--- config.mk ---
export PLATFORM = sky130hd
export DESIGN_NAME = cache_req_master_flat
export DESIGN_NICKNAME = d
export VERILOG_FILES = /design/src/rtl/cache_req_master_if.sv /design/src/rtl/cache_req_master.sv /design/src/flat_wrapper.sv
export SDC_FILE = /design/constraint.sdc
export NUM_CORES = 1
export LEC_CHECK = 0
export BUFFER_PORTS_ARGS = -buffer_cell sky130_fd_sc_hd__buf_4
export CORE_MARGIN = 2
export CORE_UTILIZATION = 35
export CTS_BUF_LIST = sky130_fd_sc_hd__clkbuf_2
export DETAILED_ROUTE_END_ITERATION = 10
export SETUP_SLACK_MARGIN = 0.02
export SLEW_MARGIN = 20
export SYNTH_ARGS = -nofsm -noshare
export SYNTH_HDL_FRONTEND = slang
export SYNTH_SLANG_ARGS = --single-unit
export TNS_END_PERCENT = 5
--- constraint.sdc ---
create_clock -name clk -period 3.1 [get_ports clk]
set_input_delay 0.155 -clock clk [delete_from_list [all_inputs] [get_ports clk]]
set_output_delay 0.155 -clock clk [all_outputs]
set_load 0.01 [all_outputs]
--- src/rtl/cache_req_master_if.sv ---
// cache_req_master_if
//   Upstream command port and downstream response port of cache_req_master.
//   Both are valid/ready handshakes.
//   master : the side that issues commands and consumes responses (processor side)
//   slave  : the side that accepts commands and produces responses (cache_req_master)
//   Signals:
//     cmd_valid/cmd_ready          command handshake
//     cmd_op/cmd_tag/cmd_data      command payload
//     rsp_valid/rsp_ready          response handshake
//     rsp_data/rsp_hit/rsp_tag     response payload
interface cache_req_master_if #(
    parameter int OPCODE_WIDTH     = 2,
    parameter int CACHE_TAG_WIDTH  = 4,
    parameter int CACHE_DATA_WIDTH = 4
);
    logic                        cmd_valid;
    logic                        cmd_ready;
    logic [OPCODE_WIDTH-1:0]     cmd_op;
    logic [CACHE_TAG_WIDTH-1:0]  cmd_tag;
    logic [CACHE_DATA_WIDTH-1:0] cmd_data;

    logic                        rsp_valid;
    logic                        rsp_ready;
    logic [CACHE_DATA_WIDTH-1:0] rsp_data;
    logic                        rsp_hit;
    logic [CACHE_TAG_WIDTH-1:0]  rsp_tag;

    modport master (
        output cmd_valid, cmd_op, cmd_tag, cmd_data, rsp_ready,
        input  cmd_ready, rsp_valid, rsp_data, rsp_hit, rsp_tag
    );

    modport slave (
        input  cmd_valid, cmd_op, cmd_tag, cmd_data, rsp_ready,
        output cmd_ready, rsp_valid, rsp_data, rsp_hit, rsp_tag
    );
endinterface

--- src/rtl/cache_req_master.sv ---
// cache_req_master
//   Request initiator for the cache hierarchy. Commands are queued in a small
//   FIFO and issued one at a time on vector_out = {op,tag,data}. Each request
//   is held for RESP_LATENCY cycles; the edge closing the last of them samples
//   the cache's data/hit outputs into a response that is then held on the
//   response port until accepted. NOP (2'b00) and illegal (2'b11) opcodes are
//   dropped without touching the cache. Saturating hit/miss counters are kept.
//   Ports:
//     clk, rst_n          clock, asynchronous active-low reset
//     bus (slave)         command in / response out (valid/ready)
//     vector_out          registered request to the cache vector_in
//     cache_data_in       cache data_out
//     cache_hit_in        cache hit_miss_out (1 = hit)
//     busy                request in progress or commands queued
//     hit_count           saturating hit counter
//     miss_count          saturating miss counter
//     clr_stats           synchronous clear of both counters
module cache_req_master #(
    parameter int CACHE_TAG_WIDTH  = 4,
    parameter int CACHE_DATA_WIDTH = 4,
    parameter int OPCODE_WIDTH     = 2,
    parameter int RESP_LATENCY     = 4,
    parameter int CMD_DEPTH        = 4,
    parameter int CNT_WIDTH        = 16
) (
    input  logic                        clk,
    input  logic                        rst_n,
    cache_req_master_if.slave           bus,
    output logic [OPCODE_WIDTH+CACHE_TAG_WIDTH+CACHE_DATA_WIDTH-1:0] vector_out,
    input  logic [CACHE_DATA_WIDTH-1:0] cache_data_in,
    input  logic                        cache_hit_in,
    output logic                        busy,
    output logic [CNT_WIDTH-1:0]        hit_count,
    output logic [CNT_WIDTH-1:0]        miss_count,
    input  logic                        clr_stats
);

    localparam int AW = $clog2(CMD_DEPTH);
    localparam int LW = (RESP_LATENCY > 1) ? $clog2(RESP_LATENCY) : 1;

    localparam logic [OPCODE_WIDTH-1:0] OP_READ  = OPCODE_WIDTH'(1);
    localparam logic [OPCODE_WIDTH-1:0] OP_WRITE = OPCODE_WIDTH'(2);

    typedef struct packed {
        logic [OPCODE_WIDTH-1:0]     op;
        logic [CACHE_TAG_WIDTH-1:0]  tag;
        logic [CACHE_DATA_WIDTH-1:0] data;
    } cmd_t;

    typedef enum logic [1:0] {
        IDLE  = 2'd0,
        ISSUE = 2'd1,
        RESP  = 2'd2
    } state_t;

    // ------------------------------------------------------------------
    // Command FIFO. Pointers carry one extra wrap bit so full and empty
    // are distinguishable without a separate occupancy counter.
    // ------------------------------------------------------------------
    cmd_t        fifo_mem [CMD_DEPTH];
    logic [AW:0] wr_ptr;
    logic [AW:0] rd_ptr;
    logic        full;
    logic        empty;
    logic        push;
    logic        pop;
    cmd_t        head;

    assign empty = (wr_ptr == rd_ptr);
    assign full  = (wr_ptr[AW] != rd_ptr[AW]) &&
                   (wr_ptr[AW-1:0] == rd_ptr[AW-1:0]);

    // Ready depends only on registered pointers, so a same-cycle pop never
    // opens a slot for a push.
    assign bus.cmd_ready = !full;
    assign push          = bus.cmd_valid && !full;
    assign head          = fifo_mem[rd_ptr[AW-1:0]];

    always_ff @(posedge clk) begin
        if (push) begin
            fifo_mem[wr_ptr[AW-1:0]] <= '{op: bus.cmd_op, tag: bus.cmd_tag, data: bus.cmd_data};
        end
    end

    always_ff @(posedge clk or negedge rst_n) begin
        if (!rst_n) begin
            wr_ptr <= '0;
            rd_ptr <= '0;
        end else begin
            if (push) wr_ptr <= wr_ptr + (AW+1)'(1);
            if (pop)  rd_ptr <= rd_ptr + (AW+1)'(1);
        end
    end

    // ------------------------------------------------------------------
    // Request FSM
    // ------------------------------------------------------------------
    state_t          state;
    state_t          state_d;
    logic [LW-1:0]   wait_cnt;
    logic            load;
    logic            sample;

    always_ff @(posedge clk or negedge rst_n) begin
        if (!rst_n) state <= IDLE;
        else        state <= state_d;
    end

    always_comb begin
        state_d = state;
        pop     = 1'b0;
        load    = 1'b0;
        sample  = 1'b0;
        case (state)
            IDLE: begin
                if (!empty) begin
                    pop = 1'b1;
                    // NOP and illegal opcodes are consumed here and never
                    // reach the cache.
                    if (head.op == OP_READ || head.op == OP_WRITE) begin
                        load    = 1'b1;
                        state_d = ISSUE;
                    end
                end
            end
            ISSUE: begin
                if (wait_cnt == '0) begin
                    sample  = 1'b1;
                    state_d = RESP;
                end
            end
            RESP: begin
                if (bus.rsp_ready) state_d = IDLE;
            end
            default: state_d = IDLE;
        endcase
    end

    // vector_out is non-zero only while in ISSUE: set on load, cleared on
    // the sample edge. The IDLE state that always follows RESP guarantees
    // at least one NOP cycle between requests.
    always_ff @(posedge clk or negedge rst_n) begin
        if (!rst_n) begin
            vector_out <= '0;
            wait_cnt   <= '0;
        end else begin
            if (load) begin
                vector_out <= head;
                wait_cnt   <= LW'(RESP_LATENCY - 1);
            end else if (sample) begin
                vector_out <= '0;
            end else if (state == ISSUE) begin
                wait_cnt   <= wait_cnt - LW'(1);
            end
        end
    end

    // ------------------------------------------------------------------
    // Response registers; the tag comes straight from the held request.
    // ------------------------------------------------------------------
    always_ff @(posedge clk or negedge rst_n) begin
        if (!rst_n) begin
            bus.rsp_data <= '0;
            bus.rsp_hit  <= 1'b0;
            bus.rsp_tag  <= '0;
        end else if (sample) begin
            bus.rsp_data <= cache_data_in;
            bus.rsp_hit  <= cache_hit_in;
            bus.rsp_tag  <= vector_out[CACHE_DATA_WIDTH +: CACHE_TAG_WIDTH];
        end
    end

    assign bus.rsp_valid = (state == RESP);
    assign busy          = (state != IDLE) || !empty;

    // ------------------------------------------------------------------
    // Statistics; clear takes priority over a coincident increment.
    // ------------------------------------------------------------------
    always_ff @(posedge clk or negedge rst_n) begin
        if (!rst_n) begin
            hit_count  <= '0;
            miss_count <= '0;
        end else if (clr_stats) begin
            hit_count  <= '0;
            miss_count <= '0;
        end else if (sample) begin
            if (cache_hit_in) begin
                if (hit_count != '1) hit_count <= hit_count + CNT_WIDTH'(1);
            end else begin
                if (miss_count != '1) miss_count <= miss_count + CNT_WIDTH'(1);
            end
        end
    end

endmodule

--- src/flat_wrapper.sv ---
// flat-port wrapper written by rule: the top's interface ports become plain ports
module cache_req_master_flat 
#(
    parameter int CACHE_TAG_WIDTH  = 4,
    parameter int CACHE_DATA_WIDTH = 4,
    parameter int OPCODE_WIDTH     = 2,
    parameter int RESP_LATENCY     = 4,
    parameter int CMD_DEPTH        = 4,
    parameter int CNT_WIDTH        = 16
)
  (clk, rst_n, vector_out, cache_data_in, cache_hit_in, busy, hit_count, miss_count, clr_stats, bus_cmd_valid, bus_cmd_op, bus_cmd_tag, bus_cmd_data, bus_rsp_ready, bus_cmd_ready, bus_rsp_valid, bus_rsp_data, bus_rsp_hit, bus_rsp_tag);
  cache_req_master_if #(.OPCODE_WIDTH(OPCODE_WIDTH), .CACHE_TAG_WIDTH(CACHE_TAG_WIDTH), .CACHE_DATA_WIDTH(CACHE_DATA_WIDTH)) bus_i ();
  input  logic clk;
  input  logic rst_n;
  output logic [OPCODE_WIDTH+CACHE_TAG_WIDTH+CACHE_DATA_WIDTH-1:0] vector_out;
  input  logic [CACHE_DATA_WIDTH-1:0] cache_data_in;
  input  logic cache_hit_in;
  output logic busy;
  output logic [CNT_WIDTH-1:0] hit_count;
  output logic [CNT_WIDTH-1:0] miss_count;
  input  logic clr_stats;
  input wire logic [$bits(bus_i.cmd_valid)-1:0] bus_cmd_valid;
  input wire logic [$bits(bus_i.cmd_op)-1:0] bus_cmd_op;
  input wire logic [$bits(bus_i.cmd_tag)-1:0] bus_cmd_tag;
  input wire logic [$bits(bus_i.cmd_data)-1:0] bus_cmd_data;
  input wire logic [$bits(bus_i.rsp_ready)-1:0] bus_rsp_ready;
  output wire logic [$bits(bus_i.cmd_ready)-1:0] bus_cmd_ready;
  output wire logic [$bits(bus_i.rsp_valid)-1:0] bus_rsp_valid;
  output wire logic [$bits(bus_i.rsp_data)-1:0] bus_rsp_data;
  output wire logic [$bits(bus_i.rsp_hit)-1:0] bus_rsp_hit;
  output wire logic [$bits(bus_i.rsp_tag)-1:0] bus_rsp_tag;
  assign bus_i.cmd_valid = bus_cmd_valid;
  assign bus_i.cmd_op = bus_cmd_op;
  assign bus_i.cmd_tag = bus_cmd_tag;
  assign bus_i.cmd_data = bus_cmd_data;
  assign bus_i.rsp_ready = bus_rsp_ready;
  assign bus_cmd_ready = bus_i.cmd_ready;
  assign bus_rsp_valid = bus_i.rsp_valid;
  assign bus_rsp_data = bus_i.rsp_data;
  assign bus_rsp_hit = bus_i.rsp_hit;
  assign bus_rsp_tag = bus_i.rsp_tag;
  cache_req_master #(.CACHE_TAG_WIDTH(CACHE_TAG_WIDTH), .CACHE_DATA_WIDTH(CACHE_DATA_WIDTH), .OPCODE_WIDTH(OPCODE_WIDTH), .RESP_LATENCY(RESP_LATENCY), .CMD_DEPTH(CMD_DEPTH), .CNT_WIDTH(CNT_WIDTH)) u_core (.clk(clk), .rst_n(rst_n), .bus(bus_i), .vector_out(vector_out), .cache_data_in(cache_data_in), .cache_hit_in(cache_hit_in), .busy(busy), .hit_count(hit_count), .miss_count(miss_count), .clr_stats(clr_stats));
endmodule
==> flow_summary.toml <==
[run_status]
outcome = "completed"

[power_and_ir_drop]
combPwrFrac_pct = 34.3
pwr-share-seq_pct = 49.7
p_int_w = 0.00261
worst_ir_drop_vdd_v = 0.000452
p_sw_share_pct = 34.1
p_sw_w = 0.00135
power_density_nw_per_um2 = 715
clock_power_share_pct = 16.0
leakagePower_nw = 2.39

[grt]
grt_overflow = 0
grt_start_max_net_pins = 62
grt_antenna_before_repair = 0
grt_pass1_wl_mm = 14.7
grt.total_usage_pct = 13.3
grt_pass1_vias = 2871

[layout]
fin_util_pct = 43.8
drive_gt1_share_pct = 24.3
finalNetCount = 469
area_delta_synth_final_pct = 22.0
fin_cells = 617
n_antenna_cell = 0

[setup_path]
cp_cell_sequence = "xor2_1 -> nor3_1 -> nand2_1 -> buf_4"
cp_num_buf_inv = 1
cp.arrival_ps = 2340
cp.required_ps = 2940
path_delay_family = "flip-flops"
cpMaxStageDelayCell = "dfrtp_1"
critPathKind = "reg -> out"
crit_path_start_kind = "register"
r2r-start = "u_core.miss_count[0]$_DFFE_PN0P_"
cp_slowest_stage_delay_ps = 800
crit_path_end_kind = "output port"
startpoint = "u_core.rd_ptr[0]$_DFFE_PN0P_"
path_max_fanout = 13

[clock_tree]
postCtsSetupBuffers = 0
hold_buffers = 19
cts_htree_levels = 3
insertion_delay_ps = 600
numCtsBuffers = 9
cts_resized = 0
clk_pin_slew_ps = 280
clock-sinks = 101
cts-root-buf = "clkbuf_2"
clockBufferDepth = 2
cts_tree = "built"

[timing]
hold_violations = 0
min_period_ps = 2500
rsz0062_at_grt = "no"
drv_slew = 0
finalSetupViolCount = 0
min_period_over_period_pct = 80.6
timing.fmax_mhz = 400
maxSlewHeadroom_pct = 41.1
tns_ps = 0
worst_pin_slew_ps = 881
finClkSkew_ps = 28.6

[yosys]
synth_flop_cell = "dfrtp_1"
synth_area_um2 = 4550
synthArstFlopShare_pct = 60.4
syn_inst = 349
synth_top_area_share_pct = 33.6
ys_ff_latch = 101
postSynthAreaPerCell_um2 = 13.0
synth_nets = 377
synth_area_leaders = "dfrtp_1 (34%), edfxtp_1 (26%), mux4_1 (5.2%)"
synth_edf_count = 40
yosysTopAreaCell = "dfrtp_1"
synth_cell_types = 47
yosys_warnings = 0
synth-seq-area-share_pct = 60.0
synth_commonest_cells = "dfrtp_1 (61), edfxtp_1 (40), nor2_1 (34), nand2_1 (29), xnor2_1 (19)"
yosys.cell_count.top_type = "dfrtp_1"

[floorplanning]
die-area_um2 = 13900
start_util_pct = 35.9
die_x_um = 118
rows = 41
chipHeight_um = 118
core-area_um2 = 12700
ioPinCount = 74

[placement]
dpl.hpwl_mm = 6.12
placed_cells = 583
port_buffers = 73
place.gp.congestion = 0.794

[flow_run]
max-cap-violations = 0

[detailed_routing]
drt_iter0_markers = 161
final_antenna_net_count = 0
vias = 2972
drc = 0
wl_per_cell_um = 14.3
viasPerCell = 4.82
drtPass1Iterations = 4
wl_mm = 8.84

[hold_path]
hp-class = "in -> async"
==> metrics by stage <==
step / area [um2] / total power [W] / worst slack, ps / hold WS, ps
detailed placement: 5240 / 0.00338 / 908 / 300
global route: 5550 / 0.00424 / 355 / 160
floorplan: 4550 / 0.00292 / 1290 / -141
global placement: 5240 / 0.00333 / 949 / 291
finish: 5550 / 0.00397 / 601 / 139
CTS: 5550 / 0.00404 / 477 / 115
==> flip-flops by register name, indices dropped and copies added (netlist names) <==
signal,cells
u_core.wr_ptr,3
u_core.bus.rsp_tag,4
u_core.fifo_mem,40
u_core.hit_count,16
u_core.vector_out,10
u_core.rd_ptr,3
u_core.bus.rsp_hit,1
u_core.miss_count,16
u_core.bus.rsp_data,4
u_core.state,2
u_core.wait_cnt,2
==> cells in the final DEF, fill, tap and decap left out, types with 8 or more instances in the layout <==
master          n
a21oi_1         8
nand3_1         9
mux4_1          9
mux2_2         10
mux2i_1        12
nand4_1         9
edfxtp_1       40
dlygate4sd3_1  19
and3_1          9
clkbuf_2        9
nor2_1         34
xor2_1         11
inv_1          16
nand2_1        29
xnor2_1        19
buf_4          73
ha_1            8
o21ai_0         8
dfrtp_1        61
==> routing by layer <==
layer	track usage, %	share of wire [%]
met2	21.5	48
met5	0	0
met3	4.07	5.1
met1	17.0	45
met4	4.52	1.5
==> cell type report <==
| cell class | instances | area [um2] |
|---|---|---|
| Clock buffer | 9 | 45.0 |
| Inverter | 16 | 60.1 |
| Tap cell | 172 | 215 |
| Fill cell | 1204 | 7120 |
| Multi-Input combinational cell | 221 | 1690 |
| Timing Repair Buffer | 92 | 738 |
| Sequential cell | 101 | 2730 |
| Clock inverter | 6 | 72.6 |
==> power groups by stage <==
stage | registers, W | logic, W | clock network (W)
5_1_grt | 0.00202 | 0.00150 | 0.000718
4_1_cts | 0.00198 | 0.00139 | 0.000668
6_report | 0.00197 | 0.00136 | 0.000636
3_3_place_gp | 0.00199 | 0.00134 | 0
2_1_floorplan | 0.00196 | 0.000960 | 0
3_5_place_dp | 0.00201 | 0.00138 | 0
==> kinds of logic after synthesis <==
kind of cell / count (synthesis) / share of synthesized area [%]
AND/OR/NAND/NOR: 127 / 14.9
flip-flops: 101 / 60.0
multiplexers: 32 / 10.8
XOR/XNOR: 30 / 5.78
buffers and inverters: 27 / 2.83
AO/OA/AOI/OAI: 24 / 3.55
adder cells (fa/ha/maj): 8 / 2.20
==> path summary, 6_finish.rpt <==
check	depth (start not counted)	slack, ps	to
max reg2reg	6	910	u_core.miss_count[13]$_DFFE_PN0P_
max	4	600	busy
max in group asynchronous	2	2450	u_core.bus.rsp_data[0]$_DFFE_PN0P_
min reg2reg	1	520	u_core.wr_ptr[2]$_DFFE_PN0P_
min	2	140	u_core.miss_count[13]$_DFFE_PN0P_
min in group clk	3	260	u_core.state[1]$_DFFE_PN0P_
No activity file was read; power rests on OpenSTA's default activity.
